File: src/rtl/hex_scan_ctrl.sv
// hex_scan_ctrl: 4-digit multiplexed 7-segment scan controller with per-slot PWM brightness.
// Define HEX_SCAN_LZB_EN to enable leading-zero blanking of digits 3..1.
module hex_scan_ctrl #(
  parameter logic [15:0] CPrescale = 16'd250
) (
  input  logic        AClkH,
  input  logic        AResetHN,
  input  logic        AClkHEn,
  input  logic        AEnable,
  input  logic [15:0] ADataHex,
  input  logic [3:0]  ADotMask,
  input  logic [3:0]  ABright,
  output logic [7:0]  ASegN,
  output logic [3:0]  ADigitN,
  output logic        AFrame
);
  logic [15:0] pre_q, pre_d, word_q, word_d;
  logic [3:0]  phase_q, phase_d, dot_q, dot_d, bright_q, bright_d, dig_q, dig_d;
  logic [1:0]  digit_q, digit_d;
  logic [7:0]  seg_q, seg_d;
  logic        frame_q, frame_d, run_q, run_d;
  logic        tick, wrap, eof, lit, blank;
  logic [3:0]  nib;

  function automatic logic [6:0] seg7(input logic [3:0] n);
    case (n)
      4'h0: seg7 = 7'h3F;
      4'h1: seg7 = 7'h06;
      4'h2: seg7 = 7'h5B;
      4'h3: seg7 = 7'h4F;
      4'h4: seg7 = 7'h66;
      4'h5: seg7 = 7'h6D;
      4'h6: seg7 = 7'h7D;
      4'h7: seg7 = 7'h07;
      4'h8: seg7 = 7'h7F;
      4'h9: seg7 = 7'h6F;
      4'hA: seg7 = 7'h77;
      4'hB: seg7 = 7'h7C;
      4'hC: seg7 = 7'h39;
      4'hD: seg7 = 7'h5E;
      4'hE: seg7 = 7'h79;
      default: seg7 = 7'h71;
    endcase
  endfunction

  always_comb begin
    tick = pre_q == CPrescale - 16'd1;
    wrap = tick && phase_q == 4'hF;
    eof  = wrap && digit_q == 2'd3;
    nib  = word_q[{digit_q, 2'b00} +: 4];
    // Outputs stay dark on the restart cycle so stale latched data never flashes.
    lit  = run_q && (phase_q < bright_q);
`ifdef HEX_SCAN_LZB_EN
    blank = digit_q == 2'd3 ? word_q[15:12] == 4'h0 :
            digit_q == 2'd2 ? word_q[15:8] == 8'h00 :
            digit_q == 2'd1 ? word_q[15:4] == 12'h000 : 1'b0;
`else
    blank = 1'b0;
`endif
    pre_d    = pre_q;
    phase_d  = phase_q;
    digit_d  = digit_q;
    word_d   = word_q;
    dot_d    = dot_q;
    bright_d = bright_q;
    run_d    = AEnable;
    frame_d  = AEnable && eof;
    seg_d    = AEnable && lit ? ~{dot_q[digit_q], blank ? 7'h00 : seg7(nib)} : 8'hFF;
    dig_d    = AEnable && lit ? ~(4'b0001 << digit_q) : 4'hF;
    if (!AEnable) begin
      pre_d   = '0;
      phase_d = '0;
      digit_d = '0;
    end else if (run_q) begin
      pre_d   = tick ? 16'd0 : pre_q + 16'd1;
      phase_d = tick ? phase_q + 4'd1 : phase_q;
      digit_d = wrap ? digit_q + 2'd1 : digit_q;
    end
    if (AEnable && (!run_q || eof)) begin
      word_d   = ADataHex;
      dot_d    = ADotMask;
      bright_d = ABright;
    end
  end

  always_ff @(posedge AClkH or negedge AResetHN) begin
    if (!AResetHN) begin
      pre_q    <= '0;
      phase_q  <= '0;
      digit_q  <= '0;
      word_q   <= '0;
      dot_q    <= '0;
      bright_q <= '0;
      run_q    <= 1'b0;
      frame_q  <= 1'b0;
      seg_q    <= 8'hFF;
      dig_q    <= 4'hF;
    end else if (AClkHEn) begin
      pre_q    <= pre_d;
      phase_q  <= phase_d;
      digit_q  <= digit_d;
      word_q   <= word_d;
      dot_q    <= dot_d;
      bright_q <= bright_d;
      run_q    <= run_d;
      frame_q  <= frame_d;
      seg_q    <= seg_d;
      dig_q    <= dig_d;
    end
  end

  assign ASegN   = seg_q;
  assign ADigitN = dig_q;
  assign AFrame  = frame_q;
endmodule

File: config.mk
export PLATFORM = sky130hd
export DESIGN_NAME = hex_scan_ctrl
export DESIGN_NICKNAME = d
export VERILOG_FILES = /design/src/rtl/hex_scan_ctrl.sv
export SDC_FILE = /design/constraint.sdc
export NUM_CORES = 1
export LEC_CHECK = 0
export BUFFER_PORTS_ARGS = -buffer_cell sky130_fd_sc_hd__clkbuf_2
export CAP_MARGIN = 20
export CORE_MARGIN = 5
export CORE_UTILIZATION = 52
export DETAILED_ROUTE_END_ITERATION = 8
export PLACE_DENSITY_LB_ADDON = 0.15
export SETUP_SLACK_MARGIN = 0.1
export SLEW_MARGIN = 20
export SYNTH_ARGS = -nofsm -noshare
export SYNTH_HDL_FRONTEND = slang
export SYNTH_SLANG_ARGS = --single-unit
export TNS_END_PERCENT = 100
File: constraint.sdc
create_clock -name AClkH -period 2.4 [get_ports AClkH]
set_clock_uncertainty 0.1 [all_clocks]
set_input_delay 0.36 -clock AClkH [delete_from_list [all_inputs] [get_ports AClkH]]
set_output_delay 0.36 -clock AClkH [all_outputs]
set_load 0.05 [all_outputs]
* After elaboration in Yosys (flattened, before gate mapping)
Memories as Yosys holds them, arrays and structs flattened.
Index checks and enable logic that the tools add are counted.
** Word-level totals
- Bits in registers :: 60
- Bits in latches :: 0
- RAM bits :: 0
- ROM bits :: 112
- Input port bits :: 28
- Output and inout bits :: 13
- Logic and storage cells :: 51
- Memories :: 1
** Cells by class
- $add $sub $neg :: 3
- Multipliers :: 0
- Divide/modulo/power cells :: 0
- $lt $le $gt $ge :: 2
- Eq/ne operators :: 6
- Shift-type cells :: 2
- Mux-type cells :: 13
- Bitwise operators :: 2
- Reductions and logical operators :: 12
** Memories
- (name not given) :: words 16, width 7, read ports 1, clocked after memory_dff 0, write ports 0, line 26 : case (n)
** Operators with widths (number)
- two-way mux 16 bit :: 3
- adder 16 x 1 -> 16 bit, second input constant :: 1
- == test 16 x 8 -> 1 bit, second input constant :: 1
- two-way mux 4 bit :: 4
- variable part select 16 x 5 -> 4 bit :: 1
- two-way mux 8 bit :: 1
- NOT 8 bit :: 1
- logical AND 1 bit :: 6
- two-way mux 2 bit :: 3
- inequality test 2 x 1 -> 1 bit, second input constant :: 3
- AND reduction 3 bit :: 2
- adder 4 x 1 -> 4 bit, second input constant :: 1
- == test 4 bit, second input constant :: 1
- < comparator 4 bit :: 1
- NOT 4 bit :: 1
- AND reduction 2 bit :: 2
- left shift 1 x 2 -> 4 bit, first input constant :: 1
- < comparator 2 x 3 -> 1 bit, second input constant :: 1
- adder 2 x 1 -> 2 bit, second input constant :: 1
- binary-select mux 1 bit (select 2 bit) :: 1
- == test 2 bit, second input constant :: 1
- logical NOT 1 bit :: 1
- logical OR 1 bit :: 1
- two-way mux 1 bit :: 1

* Logic depth before layout (Yosys ltp)
Gate-level depths: netlist of the first run.
- Depth after elaboration :: 6
- Depth in mapped cells :: 9
- Mapped depth without buffers :: 8

* Least setup slack after synthesis of the first run
No wires, ideal clock.
- Path type :: register to register
- From :: register digit_q[0]
- To :: register seg_q[3] (netlist: ASegN[3])
- Library setup time :: 73 ps
- Data arrival time :: 2041 ps
- Required time :: 2227 ps
- Path slack :: 186 ps
- Stages on the path, launching flop included :: 10
- Buffers on the path :: 1
- Period minus slack after synthesis :: 2214 ps
- Cell sequence :: dfrtp_1 > buf_2 > mux4_2 > inv_1 > ha_1 > inv_1 > nor2_1 > a21oi_1 > mux2_2 > a21oi_1
** On the way
- Word-level cells in the longest chain between the ends :: 4
** RTL lines
- from (decl) :: line 19 : logic [1:0] digit_q, digit_d;
- from (signal assigned) :: line 101 : digit_q <= digit_d;
- variable part select 16 x 5 -> 4 bit :: line 50 : nib = word_q[{digit_q, 2'b00} +: 4];
- memory read (16 x 7 bit)
- NOT 8 bit :: line 68 : seg_d = AEnable && lit ? ~{dot_q[digit_q], blank ? 7'h00 : seg7(nib)} : 8'hFF;
- two-way mux 8 bit :: line 68
- to (signal assigned) :: line 107 : seg_q <= seg_d;
- to (decl) :: line 20 : logic [7:0] seg_q, seg_d;
No other way between the ends.
A chain may end at the register's enable or synchronous reset.

* Worst setup path in the final report of the first run
- From :: register pre_q[1]
- To :: register word_q[4]
** On the way
- Word-level cells in the longest chain between the ends :: 6
** RTL lines
- from (decl) :: line 17 : logic [15:0] pre_q, pre_d, word_q, word_d;
- from (signal assigned) :: line 99 : pre_q <= pre_d;
- == test 16 x 8 -> 1 bit :: line 47 : tick = pre_q == CPrescale - 16'd1;
- logical AND 1 bit :: line 48 : wrap = tick && phase_q == 4'hF;
- logical AND 1 bit :: line 49 : eof = wrap && digit_q == 2'd3;
- logical OR 1 bit :: line 79 : if (AEnable && (!run_q || eof)) begin
- logical AND 1 bit :: line 79
- AND reduction 2 bit (no source line)
- to (signal assigned) :: line 102 : word_q <= word_d;
- to (decl) :: line 17
No other way between the ends.

==> impl_metrics.tcl, run 1 <==
set metrics [dict create \
    ys_seq_elements 60 \
    finalCritPeriodShare_pct 90.6 \
    root_buffer "clkbuf_8" \
    nets 387 \
    cts_buffers 9 \
    htreeDepth 3 \
    min_path_type "input port to flop" \
    fin_setup_tns_ns 0 \
    critPathSlowestCell "dfrtp_1" \
    finalInstanceArea_sq_mm 0.00363 \
    arrival_ns 2.30 \
    power.leakage_nw 1.58 \
    crit_buf_inv 3 \
    fillers 505 \
    place_area_sq_mm 0.00339 \
    vias 2292 \
    ios 41 \
    yosysTopAreaCellShare_pct 39.1 \
    numClockSinks 60 \
    synth.distinct_cells 40 \
    drt_iter0_drc 51 \
    netlist_instances 288 \
    synth_warnings 0 \
    ir_drop_v 0.000423 \
    yosysMostFrequentCell "dfrtp_1" \
    syn_avg_cell_area_sq_um 10.7 \
    critical_path.cell_chain "inv_1, ha_1, nor4bb_1, nand4_1, buf_4, o31ai_4, buf_4, mux2_2" \
    drv_cap 0 \
    worst_pin_slew_ns 0.450 \
    synthTopCellsByArea "dfrtp_1 (39%), dfstp_2 (10%), mux2_2 (8.1%)" \
    slew_violations 0 \
    die-area_sq_mm 0.00755 \
    drc 0 \
    critical_path.top_delay_family "buffers and inverters" \
    synth-edff-count 0 \
    fmax_ghz 0.460 \
    yosysTopAreaCell "dfrtp_1" \
    grt_pass1_vias 2176 \
    slew_headroom_pct 70.0 \
    period_needed_ns 2.18 \
    setup_viol 0 \
    crit_path_end_kind "flop" \
    dpl.hpwl_microns 4390 \
    synth-seq-area-share_pct 49.3 \
    rows 28 \
    grt_max_degree 25 \
    io_buffer_count 40 \
    coreArea_sq_mm 0.00585 \
    holdWs_ns 0.124 \
    grt_pass1_wl_microns 10100 \
    synth_commonest_cells "dfrtp_1 (48), nand2_1 (23), mux2_2 (22), nor2_1 (22)" \
    antenna_found_initial 0 \
    clock_latency_ns 0.34 \
    rsz0062_at_grt "false" \
    cts.clk_slew.worst_paths_ns 0.07 \
    area_growth_pct 17.9 \
    status "finished, final reports clean" \
    viasPerCell 5.42 \
    power_mw 2.68 \
    place_congestion 0.816 \
    antenna_left 0 \
    drtPass1Iterations 4 \
    power_density_mw_per_mm2 740 \
    cp.required_ns 2.52 \
    synth_top_flop_cell "dfrtp_1" \
    cp_max_fo 17 \
    worstSetupStartpointType "flop" \
    slowest_delay_ns 0.40 \
    diodes 0 \
    crit_top_cell "buf_4" \
    hold_viol 0 \
    syn_nets 332 \
    async_reset_ff_share_pct 100 \
    drive_gt1_share_pct 33.6 \
    start_util_pct 52.6 \
    grtUsageTotal_pct 17.2 \
    die_h_microns 86.9 \
    cts_tree "built" \
    wl_per_cell_microns 14.4 \
    cts_buffer_depth 2 \
    grt.overflow.total 0 \
    setup_ws_ns 0.225 \
    routed_wirelength_microns 6080 \
    dieWidth_microns 86.9 \
    syn_area_sq_mm 0.00308 \
    preCtsSetupSlack_ns 0.0976 \
    worstSetupPathType "flop to flop" \
]
==> report_power, final <==
part	internal [mW]	total, mW	switching (mW)
Combinational	0.243	0.562	0.319
Clock	0.472	0.876	0.404
Sequential	1.16	1.24	0.0869
Total	1.87	2.68	0.809
==> area by class of cell <==
type | instances | area (sq um) | area share (%)
timing repair buffer | 56 | 323 | 8.90
multi-input combinational | 197 | 1430 | 39.4
sequential | 60 | 1520 | 41.9
clock buffer | 9 | 124 | 3.42
inverter | 19 | 71.3 | 1.97
clock inverter | 7 | 67.6 | 1.86
tap | 75 | 93.8 | 2.59
==> flip-flops by register name, indices dropped and copies added (netlist names) <==
register,flops
pre_q,16
word_q,16
ASegN,8
ADigitN,4
bright_q,4
dot_q,4
phase_q,4
digit_q,2
AFrame,1
run_q,1
==> worst min-delay path: stages <==
cell,delay [ns]
clkbuf_2,0.07
nand2_1,0.04
o21ai_0,0.05
==> final timing paths <==
| check | slack [ns] | startpoint | cells past startpoint | to |
|---|---|---|---|---|
| max reg2reg | 0.22 | pre_q[1] | 8 | word_q[4] |
| min reg2reg | 0.39 | ASegN[6] | 2 | ASegN[6] |
| min in group asynchronous | 0.40 | AResetHN | 2 | pre_q[0] |
| max | 0.22 | pre_q[1] | 8 | word_q[4] |
| max in group asynchronous | 1.08 | AResetHN | 3 | ASegN[7] |
| min | 0.12 | ABright[2] | 3 | bright_q[2] |
==> repair_timing <==
action                                 CTS  global route
hold buffers                             1             0
resized for setup                        1             2
pin swaps                                0             1
buffers inserted                         0             4
setup endpoints to repair                1            21
endpoints found under the hold margin   16             0
==> per-stage QoR <==
| step | util (%) | cells |
|---|---|---|
| finish | 62.0 | 423 |
| global route | 62.0 | 423 |
| CTS | 61.4 | 419 |
| detailed placement | 58.0 | 402 |
| global placement | 58.0 | 402 |
| floorplan | - | 288 |
==> logic make-up (layout without fill, tap and decap cells) <==
family	Yosys count	count (layout)	share of synthesized area, %
compound gates	56	56	11.1
xor+xnor	6	6	1.71
fa+ha+maj	16	16	6.51
buf+inv	31	91	4.47
flops	60	60	49.3
mux	30	30	12.7
simple gates	89	89	14.2
==> metal layers <==
metal	wire (microns)	vias to the layer above	global-route usage [%]
li1	-	1132	-
met2	2730	48	26.0
met3	293	10	4.45
met1	2930	1102	23.4
met4	115	0	7.65
met5	0	-	0
==> cells in the final DEF (no fill, tap or decap), types with 2 or more instances in the layout <==
| cell | netlist | layout |
|---|---|---|
| dfrtp_1 | 48 | 46 |
| clkinv_2 | 0 | 3 |
| mux4_2 | 5 | 5 |
| clkinvlp_4 | 0 | 3 |
| nand2_1 | 23 | 23 |
| nand3_1 | 9 | 9 |
| nand2b_1 | 2 | 2 |
| o31ai_1 | 4 | 4 |
| a31oi_1 | 4 | 4 |
| and3_1 | 2 | 2 |
| nand4_1 | 7 | 7 |
| ha_1 | 16 | 16 |
| a21oi_1 | 19 | 19 |
| o21ai_0 | 19 | 19 |
| dfstp_2 | 12 | 12 |
| mux2i_1 | 3 | 3 |
| o211ai_1 | 2 | 2 |
| xnor2_1 | 6 | 6 |
| nor2_1 | 22 | 22 |
| buf_4 | 0 | 15 |
| and2_1 | 3 | 3 |
| or3_1 | 7 | 7 |
| inv_1 | 19 | 18 |
| dfrtp_2 | 0 | 2 |
| clkbuf_2 | 0 | 40 |
| clkbuf_8 | 0 | 9 |
| nor3b_1 | 3 | 3 |
| mux2_2 | 22 | 22 |
| nor3_1 | 5 | 5 |
Power figures use the tool's default switching activity.
==> inputs of run 2 (changes only) <==
Settings changed: CORE_UTILIZATION 52 to 54, CTS_BUF_LIST set to sky130_fd_sc_hd__clkbuf_8, PLACE_DENSITY set to 0.82, PLACE_DENSITY_LB_ADDON 0.15 to unset.
==> run 2 against run 1 <==
Sequential share of layout area rose by 0.49 points. Worst hold slack lost 0.047 ns. Via count is 0.35% higher. Global-route usage increased by 1.2 points. Design area down 1.2%. Critical endpoint is now ASegN[3].
==> impl_metrics.tcl, run 2 (synthesis gave the netlist of run 1 again) <==
set metrics [dict create \
    hold_viol 0 \
    cp.required_ns 2.58 \
    wl_per_cell_microns 15.0 \
    numClockSinks 60 \
    ir_drop_v 0.000463 \
    drv_cap 0 \
    cp-startpoint "digit_q[0]" \
    root_buffer "clkbuf_8" \
    power_frac_seq_pct 46.7 \
    slew_violations 0 \
    layout.cells.non_filler 415 \
    final_common_cell "dfrtp_1" \
    cts_tree "built" \
    fillers 418 \
    period_needed_ns 2.21 \
    grt.overflow.total 0 \
    power_mw 2.67 \
    rsz0062_at_grt "true" \
    dpl.hpwl_microns 4250 \
    combinationalPowerShare_pct 21.0 \
    grtUsageTotal_pct 18.5 \
    vias 2300 \
    finalInstanceArea_sq_mm 0.00358 \
    dieWidth_microns 85.5 \
    placedCellCount 396 \
    fmax_ghz 0.452 \
    p_sw_mw 0.803 \
    worstSetupPathType "flop to flop" \
    antenna_found_initial 0 \
    htreeDepth 3 \
    grt_pass1_wl_microns 10800 \
    clock_latency_ns 0.34 \
    worstSetupStartpointType "flop" \
    area_growth_pct 16.4 \
    place_congestion 0.798 \
    drive_gt1_share_pct 32.7 \
    diodes 0 \
    rr_startpoint "digit_q[0]" \
    grt_max_degree 61 \
    start_util_pct 55.9 \
    die-area_sq_mm 0.00730 \
    io_buffer_count 40 \
    ios 41 \
    place_area_sq_mm 0.00337 \
    min_path_type "input port to async pin" \
    fin_setup_tns_ns 0 \
    power.share.clock_pct 32.3 \
    status "finished, final reports clean" \
    power_density_mw_per_mm2 744 \
    routed_wirelength_microns 6220 \
    drt_iter0_drc 182 \
    cts.clk_slew.worst_paths_ns 0.07 \
    die_h_microns 85.5 \
    final_cell_mix "dfrtp_1 (47), clkbuf_2 (40), nand2_1 (23)" \
    ctsHoldBuffers 0 \
    crit_path_end_kind "flop" \
    cts_buffer_depth 2 \
    viasPerCell 5.54 \
    arrival_ns 2.39 \
    cts_buffers 9 \
    coreArea_sq_mm 0.00551 \
    drtPass1Iterations 4 \
    slew_headroom_pct 50.0 \
    internal_power_mw 1.86 \
    setup_viol 0 \
    worst_pin_slew_ns 0.750 \
    sw_frac_of_total_pct 30.1 \
    cp_max_fo 8 \
    drc 0 \
    antenna_left 0 \
    power.leakage_nw 1.57 \
    finalCritPeriodShare_pct 92.2 \
    grt_pass1_vias 2302 \
    rows 27 \
    nets 382 \
]
-- run 2: critical path, cell delays in order, from the launching register on --
cell     delay (ns)
dfrtp_2        0.45
buf_4          0.14
mux4_2         0.57
inv_2          0.12
ha_1           0.22
inv_1          0.09
a21oi_1        0.07
mux2_2         0.25
a21oi_1        0.14
-- run 2: power groups by stage --
stage | sequential (mW) | combinational (mW) | clock (mW)
floorplan | 1.31 | 0.345 | 0
global placement | 1.25 | 0.526 | 0
detailed placement | 1.26 | 0.549 | 0
CTS | 1.24 | 0.552 | 0.878
global route | 1.26 | 0.627 | 0.935
finish | 1.25 | 0.560 | 0.860
-- run 2: area by class of cell --
type                            instances  area (sq um)  share of cell area, %
Timing Repair Buffer                   51           295                   8.25
Clock buffer                            9           124                   3.46
Sequential cell                        60          1520                   42.4
Inverter                               19          71.3                   1.99
Tap cell                               72          90.1                   2.52
Multi-Input combinational cell        197          1420                   39.8
Clock inverter                          7          58.8                   1.64
-- run 2: worst paths after layout --
| path | cells past startpoint | end | slack, ns |
|---|---|---|---|
| min in group AClkH | 3 | bright_q[2] | 0.12 |
| max | 8 | ASegN[3] | 0.19 |
| max in group asynchronous | 2 | digit_q[0] | 1.60 |
| max reg2reg | 8 | ASegN[3] | 0.19 |
| min | 2 | phase_q[1] | 0.08 |
| min reg2reg | 2 | ADigitN[1] | 0.39 |
-- run 2: through the flow --
| step | setup slack [ns] | hold slack [ns] | util [%] |
|---|---|---|---|
| 2_1_floorplan | 0.186 | -0.0356 | - |
| 3_3_place_gp | 0.206 | 0.379 | 61.2 |
| 3_5_place_dp | 0.0557 | 0.381 | 61.2 |
| 4_1_cts | 0.141 | 0.0871 | 64.6 |
| 5_1_grt | 0.0653 | 0.127 | 65.0 |
| 6_report | 0.188 | 0.0771 | 65.0 |
-- run 2: timing repair --
item                       in CTS  in global routing
setup buffers                   0                  3
setup endpoints to repair       1                 21
pin swaps                       0                  1
gates cloned                    0                  0
gates resized for setup         1                  3
-- run 2: layer usage --
metal | GRT usage, % | part of all wire, % | up-vias
met1 | 23.8 | 47 | 1113
met4 | 8.06 | 2.1 | 0
met5 | 0 | 0 | -
met2 | 29.0 | 47 | 56
met3 | 5.24 | 4.8 | 12
li1 | - | - | 1119
